## src/rtl/alu_pkg.sv

```systemverilog
// Opcodes, destination select and sequencer state encoding shared by the
// 16-bit ALU and its sequencer.
package alu_pkg;

    localparam logic [3:0] OP_SHL  = 4'h0;
    localparam logic [3:0] OP_SHR  = 4'h1;
    localparam logic [3:0] OP_ADD  = 4'h2;
    localparam logic [3:0] OP_SUB  = 4'h3;
    localparam logic [3:0] OP_AND  = 4'h4;
    localparam logic [3:0] OP_OR   = 4'h5;
    localparam logic [3:0] OP_XOR  = 4'h6;
    localparam logic [3:0] OP_ZT   = 4'h7;
    localparam logic [3:0] OP_PCZ  = 4'h8;
    localparam logic [3:0] OP_PCZB = 4'h9;
    localparam logic [3:0] OP_NOP  = 4'hF;

    localparam logic DEST_W = 1'b0;
    localparam logic DEST_M = 1'b1;

    typedef enum logic [1:0] {
        ST_IDLE = 2'd0,
        ST_EXEC = 2'd1,
        ST_WB   = 2'd2
    } seq_state_e;

    // Opcodes 8..F never write back: they only test flags or do nothing.
    function automatic logic is_ctrl_op(input logic [3:0] op);
        return op[3];
    endfunction

endpackage

```

## src/rtl/alu_sequencer.sv

```systemverilog
// Multi-cycle controller in front of the ALU: latches one instruction, runs it
// for one EXEC cycle, retires the result to W or a memory write port.
module alu_sequencer
    import alu_pkg::*;
#(
    parameter int WIDTH = 16
) (
    input  logic             clk,
    input  logic             reset,
    input  logic             issue_valid,
    output logic             issue_ready,
    input  logic [3:0]       issue_op,
    input  logic             issue_dest,
    input  logic [WIDTH-1:0] issue_mem,
    output logic [3:0]       alu_op,
    output logic [WIDTH-1:0] alu_mem,
    output logic [WIDTH-1:0] alu_wreg,
    output logic             alu_carry_in,
    output logic             alu_zero_in,
    input  logic [WIDTH-1:0] alu_result,
    input  logic             alu_carry_out,
    input  logic             alu_zero_out,
    input  logic             alu_skip,
    output logic [WIDTH-1:0] wreg_q,
    output logic             flag_c,
    output logic             flag_z,
    output logic             mem_wr_valid,
    input  logic             mem_wr_ready,
    output logic [WIDTH-1:0] mem_wr_data,
    output logic             pc_skip,
    output logic             done
);

    seq_state_e       state_q, state_d;
    logic [3:0]       op_q, op_d;
    logic             dest_q, dest_d;
    logic [WIDTH-1:0] mem_q, mem_d;
    logic [WIDTH-1:0] wreg_d;
    logic             c_q, c_d;
    logic             z_q, z_d;
    logic             wr_valid_q, wr_valid_d;
    logic [WIDTH-1:0] wr_data_q, wr_data_d;
    logic             pc_skip_q, pc_skip_d;
    logic             done_q, done_d;

    always_ff @(posedge clk) begin
        if (reset) begin
            state_q    <= ST_IDLE;
            op_q       <= '0;
            dest_q     <= 1'b0;
            mem_q      <= '0;
            wreg_q     <= '0;
            c_q        <= 1'b0;
            z_q        <= 1'b0;
            wr_valid_q <= 1'b0;
            wr_data_q  <= '0;
            pc_skip_q  <= 1'b0;
            done_q     <= 1'b0;
        end else begin
            state_q    <= state_d;
            op_q       <= op_d;
            dest_q     <= dest_d;
            mem_q      <= mem_d;
            wreg_q     <= wreg_d;
            c_q        <= c_d;
            z_q        <= z_d;
            wr_valid_q <= wr_valid_d;
            wr_data_q  <= wr_data_d;
            pc_skip_q  <= pc_skip_d;
            done_q     <= done_d;
        end
    end

    always_comb begin
        state_d    = state_q;
        op_d       = op_q;
        dest_d     = dest_q;
        mem_d      = mem_q;
        wreg_d     = wreg_q;
        c_d        = c_q;
        z_d        = z_q;
        wr_valid_d = wr_valid_q;
        wr_data_d  = wr_data_q;
        pc_skip_d  = 1'b0;
        done_d     = 1'b0;

        case (state_q)
            ST_IDLE: begin
                if (issue_valid) begin
                    op_d    = issue_op;
                    dest_d  = issue_dest;
                    mem_d   = issue_mem;
                    state_d = ST_EXEC;
                end
            end
            ST_EXEC: begin
                // The ALU already passes flags through for ops that preserve them.
                c_d = alu_carry_out;
                z_d = alu_zero_out;
                if (is_ctrl_op(op_q)) begin
                    pc_skip_d = alu_skip && (op_q == OP_PCZ || op_q == OP_PCZB);
                    done_d    = 1'b1;
                    state_d   = ST_IDLE;
                end else if (dest_q == DEST_W) begin
                    wreg_d  = alu_result;
                    done_d  = 1'b1;
                    state_d = ST_IDLE;
                end else begin
                    wr_data_d  = alu_result;
                    wr_valid_d = 1'b1;
                    state_d    = ST_WB;
                end
            end
            ST_WB: begin
                if (mem_wr_ready) begin
                    wr_valid_d = 1'b0;
                    done_d     = 1'b1;
                    state_d    = ST_IDLE;
                end
            end
            default: state_d = ST_IDLE;
        endcase
    end

    assign issue_ready  = (state_q == ST_IDLE);
    assign alu_op       = (state_q == ST_EXEC) ? op_q : OP_NOP;
    assign alu_mem      = mem_q;
    assign alu_wreg     = wreg_q;
    assign alu_carry_in = c_q;
    assign alu_zero_in  = z_q;
    assign flag_c       = c_q;
    assign flag_z       = z_q;
    assign mem_wr_valid = wr_valid_q;
    assign mem_wr_data  = wr_data_q;
    assign pc_skip      = pc_skip_q;
    assign done         = done_q;

endmodule
```

## config.mk

```make
export PLATFORM = sky130hd
export DESIGN_NAME = alu_sequencer
export DESIGN_NICKNAME = d
export VERILOG_FILES = /design/src/rtl/alu_pkg.sv /design/src/rtl/alu_sequencer.sv
export SDC_FILE = /design/constraint.sdc
export NUM_CORES = 1
export LEC_CHECK = 0
export ABC_AREA = 1
export BUFFER_PORTS_ARGS = -buffer_cell sky130_fd_sc_hd__buf_2
export CORE_UTILIZATION = 45
export DETAILED_ROUTE_END_ITERATION = 10
export PLACE_DENSITY = 0.83
export SLEW_MARGIN = 20
export SYNTH_ARGS = -nofsm -noshare
export SYNTH_HDL_FRONTEND = slang
export SYNTH_SLANG_ARGS = --single-unit
```

## constraint.sdc

```tcl
create_clock -name clk -period 1.72 [get_ports clk]
set_clock_uncertainty 0.2 [all_clocks]
set_input_delay 0.258 -clock clk [delete_from_list [all_inputs] [get_ports clk]]
set_output_delay 0.258 -clock clk [all_outputs]
set_load 0.05 [all_outputs]
```

== Yosys cells after proc, flatten, opt, wreduce, memory -nomap -nowiden ==
Cells that the tools add are included.
Widths: inputs -> output; s select.
Operators by class
  equal/unequal tests: 8
  multiplexer cells: 14
  bitwise gates (word level): 3
  reductions and logical operators: 10
Operators by type and width (count)
  $eq 4x4->1 const B: 2
  $mux 2: 4
  $ne 2x2->1 const B: 4
  $mux 1: 6
  $pmux 2 s3: 1
  $reduce_and 3->1: 2
  $mux 4: 1
  $pmux 1 s2: 2
  $reduce_and 2->1: 2
  $reduce_and 4->1: 1
  $not 1->1: 3
  $reduce_or 3->1: 1
  $eq 2x1->1 const B: 1
  $eq 2x2->1 const B: 1
  $logic_not 2->1: 1
  $reduce_bool 2->1: 1
  $logic_and 1x1->1: 1
  $logic_or 1x1->1: 1
Storage, ports and cells
  flip-flop bits (word level): 60
  input port bits: 44
  output and inout bits: 76
  word-level logic and storage cells: 46

== Depth between registers and ports, before layout ==
  word-level depth: 3
  depth in mapped cells: 8
  depth with buffers taken out: 8

== Least setup slack after synthesis ==
OpenSTA, ideal clock, no wires.
  kind: register -> register
  start: reg state_q[0]
  end: reg mem_q[10] (netlist: alu_mem[10])
  library setup time: 0.064 ns
  data arrival time: 1.627 ns
  required time: 1.456 ns
  path slack: -0.171 ns
  stages on the path, launching flop included: 8
  buffers on the path: 1
  period minus slack after synthesis: 1.891 ns
  cell sequence: dfxtp_1 > inv_1 > ha_1 > nand2_1 > inv_2 > buf_2 > nor2_1 > nor2_1
On the way
  word-level cells in the longest chain between the ends: 2
RTL lines
  start, declared: line alu_sequencer.sv:34  | seq_state_e state_q, state_d;
  start signal, assigned: line alu_sequencer.sv:60  | state_q <= state_d;
  $logic_not 2->1
  via issue_ready: line alu_sequencer.sv:11  | output logic issue_ready,
  $reduce_and 2->1 (no source line)
  end signal, assigned: line alu_sequencer.sv:63  | mem_q <= mem_d;
  end, declared: line alu_sequencer.sv:37  | logic [WIDTH-1:0] mem_q, mem_d;
The timed path passes the listed nets, and every way through them passes these cells.
A chain may end at the register's enable or synchronous reset.

== Worst setup path after layout ==
  start: reg state_q[1]
  end: out alu_op[0]
On the way
  word-level cells in the longest chain between the ends: 2
RTL lines
  $eq 2x1->1: line alu_sequencer.sv:126  | assign alu_op = (state_q == ST_EXEC) ? op_q : OP_NOP;
  $mux 4: line alu_sequencer.sv:126
  end, declared: line alu_sequencer.sv:15  | output logic [3:0] alu_op,
Every way passes these cells.

==> results by stage <==
Status:
- The flow ran to the end, but the final reports show violations.
- The final reports fail on negative setup slack.

Critical path:
- The highest cell delay on the worst timing path is 0.33 ns.
- Counting both buffers and inverters, the worst setup path holds a total of 3.
- Grouping stages by cell kind, the critical path spends the most delay in flip-flops.
- The endpoint required time on the critical path is 1.26 ns.
- The most numerous cell on the critical path is inv_2.
- The signal on the critical path passes through inv_2, ha_4, inv_2, or2_4, buf_8.
- STA classifies the critical path endpoint as an output port.
- The data arrival time at the worst-slack endpoint is 1.28 ns.
- The critical path start-end classification is reg -> out.
- The launching element type of the critical path is a flop.
- On the critical path, the stage with the largest delay is an instance of dfxtp_2.
- Along the worst path, the maximum fanout reaches 2.

Timing:
- The hold violation count in the final report was 0.
- Setup violations remaining at the end of the flow were counted as 1.
- Setup repair after global routing could not meet its margin everywhere.
- The final setup slack of the worst path is -0.01452 ns.
- The fmax is 576.5 MHz.
- The slew at the pin with the worst max-slew slack is 0.3544 ns.
- For the finished layout, the period the worst path requires is 1.735 ns.
- The final hold slack is 0.01385 ns.
- The relative max-transition margin is 76.35%.
- Dividing the final minimum period by the clock period gives 100.8%.
- The number of slew-limit violations in the final report came to 0.

Clock network:
- The longest clock path from root to sink contains 2 buffers.
- The clock network latency to the later pin of the worst-skew pair is 0.33 ns.
- The TritonCTS clock tree is done.
- The H-tree level count is 3.
- The clock transition at the registers of the reported paths is 0.06 ns.
- Counting the buffers created by CTS gives 9.
- The sink count of the clock tree is 60.
- The CTS root buffer is clkbuf_8.

Logic synthesis:
- Yosys mapped the design onto 21 distinct sky130hd cell types.
- Averaged over all synthesized cells, the footprint is 8.083 µm².
- The number of warning messages in the yosys log is 0.
- The synthesized design contains 60 register bits.
- The number of synthesized flops with an enable pin is 0.
- After synthesis, flip-flops and latches occupy 49.21% of the total area.
- The post-synthesis async set-or-reset flop share is 0%.
- The number of nets handed over by synthesis was 351.
- The synthesized cell area is 0.002441 mm².
- The most used flip-flop cell after synthesis is dfxtp_1.
- The gate count after technology mapping is 302.

Placement:
- Once placement finished, the instance area stood at 0.002980 mm².
- The congestion estimate from routability-driven global placement came to 0.8575.
- The count of port buffers added during placement is 119.
- The detailed-placement wirelength estimate is 4.147 mm.

Power:
- The clock group share of total power is 22.5%.
- The switching power total is 2.118 mW.
- For this design the ratio of total power to cell area is 1337 mW/mm².
- The switching part of the total power is 43.66%.
- Across the VDD grid, the largest voltage drop is 0.0007117 V.
- The internal portion of total power is 2.733 mW.
- The total leakage power is 1.738 nW.
- Per report_power, the combinational group accounts for 42.2% of the total.
- The register share of total power is 35.2%.

Hold path:
- The type of the tightest min-delay check is in -> reg.

Detailed routing:
- In the routed layout, each cell is associated on average with a via count of 4.759.
- The DRC violations left is 0.
- The count of nets left with antenna violations once routing finished came out at 0.
- For this run, the detailed router's first-pass iteration total came to 4.
- The routed design has 6.746 mm of wire.
- After detailed routing, the average wire length per cell comes to 12.92 µm.
- The total number of vias is 2,484.
- The number of DRC markers in iteration 0 is 151.

Floorplan:
- For this configuration, the core starts out at a cell density of 47.19%.
- For this design the top-level I/O count stands at 120.
- The overall die area is 0.005723 mm².
- The floorplan step set the die width to 75.65 µm.
- The standard-cell row count is 26.
- The floorplan step set the die height to 75.65 µm.
- The region available for standard cell placement spans 0.005172 mm².

Finish:
- The commonest non-fill, non-tap cell in the layout is buf_2.
- The final instance area is 0.003630 mm².
- The number of fill cells is 381.
- The signed area change from the synthesized netlist to the final layout is 48.69%.
- At the end of the flow, the number of nets in the layout was 497.
- In the layout the commonest cells are buf_2 (114), nor2_1 (78), dfxtp_1 (58).
- In the final layout, the share of cells above drive strength 1 is 39.38%.
- The repair_antennas step left the layout with diodes totalling 0.

Global routing:
- The overall track demand over capacity in global routing is 23.85%.
- The wire length of the first global-routing pass is 9.763 mm.
- The total overflow left after global routing is 0.
- The number of global-route vias before repair is 2,087.
- The number of antenna violations at the first check in global routing is 0.
- Entering global routing, the biggest net connects 26 pins.

Job:
- The tool flagged a number of max-cap violations equal to 0.
[repair_timing]
item / CTS / global route
pin swaps: 0 / 0
endpoints found under the hold margin: 42 / 0
buffers inserted: 3 / 1
setup endpoints to repair: 6 / 24
hold buffers: 38 / 0
resized for setup: 19 / 8
gates cloned: 0 / 0
[Yosys cell counts, types with 2 or more instances]
master	number	area, µm²
o21ai_0	42	210.2
nand2_1	32	120.1
nand3_4	2	35.03
inv_1	10	37.54
a21oi_1	12	60.06
nor2_1	78	292.8
buf_2	7	35.03
buf_4	18	135.1
nand3_1	2	10.01
ha_1	5	62.56
a21oi_2	10	87.58
inv_2	4	15.01
nand2_2	10	62.56
buf_6	2	22.52
dfxtp_1	60	1201
clkbuf_1	3	11.26
[state kept, by name, indices dropped and copies added (netlist names), 2 cells and up]
| signal | flops |
|---|---|
| mem_wr_data | 16 |
| alu_wreg | 16 |
| state_q | 2 |
| op_q | 4 |
| alu_mem | 16 |
[worst min-delay path: stages]
cell	delay (ns)
buf_2	0.07
o21ai_0	0.07
a21oi_1	0.10
[path summary, 6_finish.rpt]
check / from / endpoint / slack, ns / cells after the start
min: issue_op[2] / op_q[2]$_SDFFE_PP0P_ / 0.01 / 3
max: state_q[1]$_SDFFE_PP0P_ / alu_op[0] / -0.01 / 5
max reg2reg: state_q[0]$_SDFFE_PP0P_ / alu_mem[8]$_SDFFE_PP0P_ / 0.02 / 6
min reg2reg: mem_wr_data[2]$_SDFFE_PP0P_ / mem_wr_data[2]$_SDFFE_PP0P_ / 0.26 / 2
[cell families (layout without fill, tap and decap cells)]
family,Yosys count,count (layout),share of synthesized area [%]
compound gates,64,64,14.66
fa+ha+maj,5,5,2.563
buf+inv,47,197,11.79
flops,60,60,49.21
simple gates,126,126,21.78
[metal layers]
layer  global-route usage [%]  routed length, µm  vias to the layer above  part of all wire (%)
li1                         -                  -                     1235                     -
met1                    27.11               2870                     1128                    43
met2                    39.68               3254                       93                    48
met3                    5.159                300                       28                   4.4
met4                    17.28                321                        0                   4.8
met5                        0                  0                        -                     0
[power by group through the flow]
stage / registers (mW) / clock network, mW / logic [mW]
finish: 1.71 / 1.09 / 2.05
global route: 1.73 / 1.17 / 2.18
CTS: 1.70 / 1.12 / 2.00
detailed placement: 1.73 / 0 / 1.85
global placement: 1.72 / 0 / 1.83
floorplan: 2.27 / 0 / 0.991
[through the flow]
| stage | setup slack [ns] | TNS, ns | cells | utilization (%) | total power [mW] |
|---|---|---|---|---|---|
| after floorplan | 0.02090 | 0 | 302 | - | 3.263 |
| after global placement | 0.09460 | 0 | 465 | 57.62 | 3.551 |
| after detailed placement | 0.01779 | 0 | 465 | 57.62 | 3.573 |
| after CTS | -0.02086 | -0.02086 | 521 | 69.74 | 4.816 |
| after global routing | -0.06660 | -0.2390 | 522 | 70.17 | 5.089 |
| final | -0.01452 | -0.01452 | 522 | 70.17 | 4.852 |
[cell type report]
class,count,area [µm²],area share [%]
Clock inverter,2,10.01,0.2758
Multi-Input combinational cell,195,979.7,26.99
Clock buffer,13,158.9,4.378
Tap cell,70,87.58,2.413
Timing Repair Buffer,167,1131,31.16
Sequential cell,60,1204,33.16
Inverter,15,58.81,1.620
(Power assumes the default switching activity.)
